<file path="src/rtl/serial_sub_32.sv">
// Bit-serial two's-complement subtractor: y = a - b, one bit per clock, LSB first.
// Results and flags load at completion and hold until the next operation finishes.
module serial_sub_32 #(
  parameter int WIDTH = 32
) (
  input  logic             clk,
  input  logic             rst_n,
  input  logic             start,
  input  logic [WIDTH-1:0] a,
  input  logic [WIDTH-1:0] b,
  output logic             busy,
  output logic             done,
  output logic [WIDTH-1:0] y,
  output logic             borrow,
  output logic             zero,
  output logic             ovf
);

  localparam int CW = (WIDTH > 1) ? $clog2(WIDTH) : 1;
  localparam logic [CW-1:0] LAST_BIT = CW'(WIDTH - 1);

  typedef enum logic [1:0] {
    IDLE = 2'd0,
    RUN  = 2'd1,
    DONE = 2'd2
  } state_t;

  state_t           state_r, state_s;
  logic [WIDTH-1:0] sa_r, sb_r, sr_r, y_r;
  logic [CW-1:0]    cnt_r;
  logic             br_r, a_msb_r, b_msb_r;
  logic             borrow_r, zero_r, ovf_r, busy_r, done_r;
  logic             accept_s, last_s, d_s, br_next_s;
  logic [WIDTH-1:0] y_next_s;

  // Next-state decode; start is honoured only from IDLE or DONE
  always_comb begin
    state_s  = state_r;
    accept_s = 1'b0;
    case (state_r)
      IDLE: begin
        if (start) begin
          state_s  = RUN;
          accept_s = 1'b1;
        end else begin
          state_s  = IDLE;
        end
      end
      RUN: begin
        if (cnt_r == LAST_BIT) begin
          state_s = DONE;
        end else begin
          state_s = RUN;
        end
      end
      DONE: begin
        if (start) begin
          state_s  = RUN;
          accept_s = 1'b1;
        end else begin
          state_s  = IDLE;
        end
      end
      default: begin
        state_s  = IDLE;
        accept_s = 1'b0;
      end
    endcase
  end

  // One full-subtractor bit slice plus the shifted-in result word
  always_comb begin
    d_s       = sa_r[0] ^ sb_r[0] ^ br_r;
    br_next_s = (~sa_r[0] & sb_r[0]) | (~(sa_r[0] ^ sb_r[0]) & br_r);
    y_next_s  = {d_s, sr_r[WIDTH-1:1]};
    last_s    = (state_r == RUN) && (cnt_r == LAST_BIT);
  end

  // State, operand shifters, and result/flag registers
  always_ff @(posedge clk or negedge rst_n) begin
    if (!rst_n) begin
      state_r  <= IDLE;
      busy_r   <= 1'b0;
      done_r   <= 1'b0;
      sa_r     <= {WIDTH{1'b0}};
      sb_r     <= {WIDTH{1'b0}};
      sr_r     <= {WIDTH{1'b0}};
      cnt_r    <= {CW{1'b0}};
      br_r     <= 1'b0;
      a_msb_r  <= 1'b0;
      b_msb_r  <= 1'b0;
      y_r      <= {WIDTH{1'b0}};
      borrow_r <= 1'b0;
      zero_r   <= 1'b0;
      ovf_r    <= 1'b0;
    end else begin
      state_r <= state_s;
      busy_r  <= (state_s == RUN);
      done_r  <= (state_s == DONE);
      if (accept_s) begin
        sa_r    <= a;
        sb_r    <= b;
        a_msb_r <= a[WIDTH-1];
        b_msb_r <= b[WIDTH-1];
        br_r    <= 1'b0;
        cnt_r   <= {CW{1'b0}};
        sr_r    <= {WIDTH{1'b0}};
      end else if (state_r == RUN) begin
        sa_r  <= {1'b0, sa_r[WIDTH-1:1]};
        sb_r  <= {1'b0, sb_r[WIDTH-1:1]};
        br_r  <= br_next_s;
        cnt_r <= cnt_r + CW'(1);
        sr_r  <= y_next_s;
      end
      // Signed overflow: operands differ in sign and the result sign departs from a
      if (last_s) begin
        y_r      <= y_next_s;
        borrow_r <= br_next_s;
        zero_r   <= (y_next_s == {WIDTH{1'b0}});
        ovf_r    <= (a_msb_r != b_msb_r) && (d_s != a_msb_r);
      end
    end
  end

  assign busy   = busy_r;
  assign done   = done_r;
  assign y      = y_r;
  assign borrow = borrow_r;
  assign zero   = zero_r;
  assign ovf    = ovf_r;

endmodule

</file>
<file path="config.mk">
export PLATFORM = sky130hd
export DESIGN_NAME = serial_sub_32
export DESIGN_NICKNAME = d
export VERILOG_FILES = /design/src/rtl/serial_sub_32.sv
export SDC_FILE = /design/constraint.sdc
export NUM_CORES = 1
export LEC_CHECK = 0
export CELL_PAD_IN_SITES_DETAIL_PLACEMENT = 0
export CELL_PAD_IN_SITES_GLOBAL_PLACEMENT = 1
export CORE_MARGIN = 2
export CORE_UTILIZATION = 44
export DETAILED_ROUTE_END_ITERATION = 10
export PLACE_DENSITY_LB_ADDON = 0.2
export SLEW_MARGIN = 40
export SYNTH_ARGS = -nofsm -noshare
export SYNTH_HDL_FRONTEND = slang
export SYNTH_SLANG_ARGS = --single-unit
</file>
<file path="constraint.sdc">
create_clock -name clk -period 3.4 [get_ports clk]
set_input_delay 0.85 -clock clk [delete_from_list [all_inputs] [get_ports clk]]
set_output_delay 0.85 -clock clk [all_outputs]
set_load 0.02 [all_outputs]
</file>
## Word-level counts from Yosys, hierarchy flattened

Index checks and enable logic that the tools add are counted.

| word-level totals | value |
|---|---|
| input bits | 67 |
| bits in writable memories | 0 |
| ROM bits | 0 |
| word-level logic and storage cells | 50 |
| bits in latches | 0 |
| memories | 0 |
| flip-flop bits (word level) | 143 |

| operators by class | value |
|---|---|
| order comparisons | 0 |
| bitwise gates (word level) | 7 |
| add/sub/neg operators | 1 |
| div/mod/pow operators | 0 |
| multipliers | 0 |
| multiplexer cells | 15 |
| reduce and logical (&&, ||, !) cells | 6 |
| shift-type cells | 0 |
| equal/unequal tests | 7 |

Operators with widths:

| operator | count |
|---|---|
| two-way mux 32 bit | 6 |
| zero test 32 bit | 1 |
| two-way mux 5 bit | 2 |
| adder 5 x 1 -> 5 bit (second input constant) | 1 |
| == test 5 bit (second input constant) | 1 |
| two-way mux 1 bit | 5 |
| == test 2 x 1 -> 1 bit (second input constant) | 2 |
| == test 2 bit (second input constant) | 2 |
| case mux 2 bit (2 select lines) | 1 |
| bitwise AND 1 bit | 2 |
| logical AND 1 bit | 2 |
| zero test 2 bit | 1 |
| two-way mux 2 bit | 1 |
| != test 1 bit | 2 |
| NOT 1 bit | 2 |
| nonzero test 2 bit | 1 |
| OR reduction 2 bit | 1 |
| bitwise XOR 1 bit | 2 |
| bitwise OR 1 bit | 1 |

## Depth between registers and ports, before layout

| logic depth | value |
|---|---|
| word-level depth | 6 |
| mapped depth | 7 |
| depth with buffers taken out | 6 |

## Worst setup path after synthesis

No wires, ideal clock.

| path | value |
|---|---|
| kind | register to register |
| start point | reg cnt_r[0] |
| end point | reg y_r[29], in the netlist y[29] |
| setup time | 125 ps |
| clock period less this slack | 1782 ps |
| cell stages (with the launch flop) | 7 |
| data arrival time | 1657 ps |
| setup slack | 1618 ps |
| buffers on the path | 1 |
| cell sequence | dfrtp_1 > ha_1 > and3_1 > ha_1 > nand3b_1 > clkbuf_1 > mux2_2 |

| on the way | value |
|---|---|
| cells in the longest elaborated chain, start to end | 2 |

RTL lines:

| what | RTL line | text |
|---|---|---|
| from (decl) | 30 | `logic [CW-1:0] cnt_r;` |
| from (signal assigned) | 88 | `cnt_r <= {CW{1'b0}};` |
| from (signal assigned) | 106 | `cnt_r <= {CW{1'b0}};` |
| from (signal assigned) | 112 | `cnt_r <= cnt_r + CW'(1);` |
| == test 5 bit | 76 | `last_s = (state_r == RUN) && (cnt_r == LAST_BIT);` |
| logical AND 1 bit | 76 |  |
| to (signal assigned) | 92 | `y_r <= {WIDTH{1'b0}};` |
| to (signal assigned) | 117 | `y_r <= y_next_s;` |
| to (decl) | 29 | `logic [WIDTH-1:0] sa_r, sb_r, sr_r, y_r;` |

Every way passes these cells.
A chain may end at the register's enable or synchronous reset.

## Worst setup path in the final report

| path | value |
|---|---|
| start point | reg borrow_r, in the netlist borrow |
| end point | out borrow |

RTL lines:

| what | RTL line | text |
|---|---|---|
| from (decl) | 32 | `logic borrow_r, zero_r, ovf_r, busy_r, done_r;` |
| from (signal assigned) | 118 | `borrow_r <= br_next_s;` |
| to (decl) | 14 | `output logic borrow,` |

No word-level cell between the ends.

==> out/metrics.cfg <==
[outcome]
status = completed

[floorplan]
die_h_um = 119
pin_count = 104
initial_core_util_pct = 45.5
die_area_sq_mm = 0.0141
design.core.area_sq_mm = 0.0128
row_count = 41
dieWidth_um = 119

[place]
gp_congestion = 0.775
portBuffers = 103
place_area_sq_mm = 0.00697
hpwlAfterDp_um = 7710

[clocking]
clkSinkCount = 142
clockBufferDepth = 2
cts-root-buf = clkbuf_16
h-tree-depth = 4
worstSkewPairLatency_ns = 0.41
hold_buffers = 0
cts_setup_buffers = 0
numCtsBuffers = 17
cts-resized-gates = 0
cts_tree = done
clkTransAtPathRegs_ns = 0.05

[global_routing]
grt.busiest_layer = met2
grt_pass1_vias = 4353
met1_usage_pct = 25.6
grt_first_pass_wirelength_um = 21300
grt_max_degree = 85
antenna_found_initial = 0
use_met3_pct = 4.55
overflow = 0
gr-usage-all-layers_pct = 18.8
met2_usage_pct = 29.2

[timing]
skew_ns = 0.00579
worstMarginPinSlew_ns = 0.665
setup_tns_ns = 0
report.final.slew_viol_count = 0
hold_viol_final = 0
fmax_mhz = 446
period_needed_ns = 2.24
finalSetupViolations = 0
relSlewSlack_pct = 55.6
finalCritPeriodShare_pct = 66.0
rsz0062_at_grt = no

[cells_and_area]
finalNetCount = 702
nFillCells = 1082
seq_area_sq_mm = 0.00355
multiInputGateArea_sq_mm = 0.00206
drive_gt1_share_pct = 11.2
syn2layout_area_growth_pct = 29.5
final_cell_area_sq_mm = 0.00752
diodes = 0

[drt]
drcViolationCount = 0
routed_wl_um = 12200
via_count = 4255
firstDrtPassIters = 5
wl_per_cell_um = 14.9
drt.antenna.violating_nets = 0
avgViaCountPerCell = 5.21
drt_iter0_drc = 227

[power]
powerDensity_mw_per_mm2 = 855
p_leak_uw = 0.00345
vdd_drop_max_mv = 0.315

[min_path]
hp-class = input pin to asynchronous set/reset pin

[synth]
synth_commonest_cells = dfrtp_1, nand2_1, nor2_1
ys_seq_elements = 142
yosysMostFrequentCell = dfrtp_1
synthCells = 540
synthTopCellsByArea = dfrtp_1, nand2_1, mux2_2
synth_edf_count = 0
syn_area_sq_mm = 0.00581
yosysTopAreaCellShare_pct = 61.2
synth.avg_cell_area_sq_um = 10.8
synth_fp_nets = 610
synth_ff_type = dfrtp_1
synthArstFlopShare_pct = 100
seq_area_frac_synth_pct = 61.2
yosysWarnings = 0
synth_top_cell_by_area = dfrtp_1
synthDistinctLibCells = 33

[critical_path]
r2r_start = cnt_r[0]
r2r_slack_ns = 1.36
worstPathBufferInverterCount = 1
startpoint = borrow
worstSetupPathType = flip-flop to primary output
slowest_stage = clkdlybuf4s50_1
arrival_ns = 1.39
timing.reg2reg.worst_path_depth = 6
crit_family = buffers and inverters
cp-end-kind = primary output
regToRegEndpoint = y[18]
critPathLaunchType = flip-flop
critical-path-max-stage-delay_ns = 0.62
worstPathRequired_ns = 2.55
critPathMaxFanout = 2
crit_end = borrow
crit_chain = clkdlybuf4s50_1
crit_cells = 1

[run]
drv_cap = 0

## metal layers
layer  routed length [um]  part of all wire (%)
met5                    0                     0
met4                  210                   1.7
met3                  518                   4.2
met2                 5770                    47
met1                 5700                    47
## kinds of logic after synthesis
| group | share of synthesized area (%) |
|---|---|
| AND/OR/NAND/NOR | 14.9 |
| adder cells (fa/ha/maj) | 0.775 |
| XOR/XNOR | 0.151 |
| multiplexers | 6.38 |
| buffers and inverters | 3.73 |
| flip-flops | 61.2 |
| AO/OA/AOI/OAI | 12.9 |
## through the flow
stage          setup slack (ns)  total power (uW)  cells  hold WS [ns]  util [%]
2_1_floorplan              1.62              4100    540         0.438         -
3_3_place_gp              0.806              4730    784         0.460      54.5
3_5_place_dp              0.763              4800    784         0.473      54.6
4_1_cts                    1.13              6500    815         0.482      58.7
5_1_grt                    1.11              6900    816         0.511      58.9
6_report                   1.16              6430    816         0.463      58.9
## flip-flops by register name (all words and copies together), names as in the netlist
name / count
a_msb_r: 1
ovf: 1
sr_r: 31
zero: 1
borrow: 1
br_r: 1
sb_r: 32
b_msb_r: 1
sa_r: 32
busy: 1
y: 32
state_r: 2
done: 1
cnt_r: 5
## worst min-delay path by stage
stage | startpoint | to | slack (ns)
finish | rst_n | y[3] | 0.46
global route | rst_n | y[3] | 0.51
CTS | rst_n | state_r[0] | 0.48
detailed placement | ovf | ovf | 0.47
global placement | cnt_r[3] | cnt_r[3] | 0.46
floorplan | cnt_r[3] | cnt_r[3] | 0.44
## final cells by class
cell class	instances	area share, %
Inverter	4	0.200
Tap cell	172	2.86
Clock buffer	24	6.14
Multi-Input combinational cell	354	27.4
Clock inverter	7	0.865
Sequential cell	142	47.2
Timing Repair Buffer	113	15.3
## layout by cell type, fill, tap and decap left out
master and count:
clkinvlp_4 2, o22ai_1 1, nand2_1 126, a221o_1 1
clkbuf_1 6, clkdlybuf4s50_1 102, buf_6 1, mux2_2 32
a22oi_1 4, ha_1 2, inv_1 4, nor2_4 1
nor2b_1 1, dfrtp_1 142, clkinv_2 4, fa_1 1
mux2i_1 1, nor3_1 2, bufinv_16 1, a22o_1 35
nor2b_4 1, and3_1 1, nor4_1 8, o21ai_0 5
o31ai_1 1, a31oi_1 56, buf_4 7, nand3_1 5
and3b_1 1, nor2_1 59, xor2_1 1, a21oi_1 1
nand3b_1 2, o2bb2ai_1 1, clkbuf_8 1, buf_12 2
clkbuf_16 18, nand4_1 3, nand2b_4 2
## report_power, final
group / switching (uW) / internal (uW)
sequential: 458 / 2390
clock: 643 / 1010
combinational: 972 / 957
total: 2070 / 4360
No activity file was read; power rests on OpenSTA's default activity.
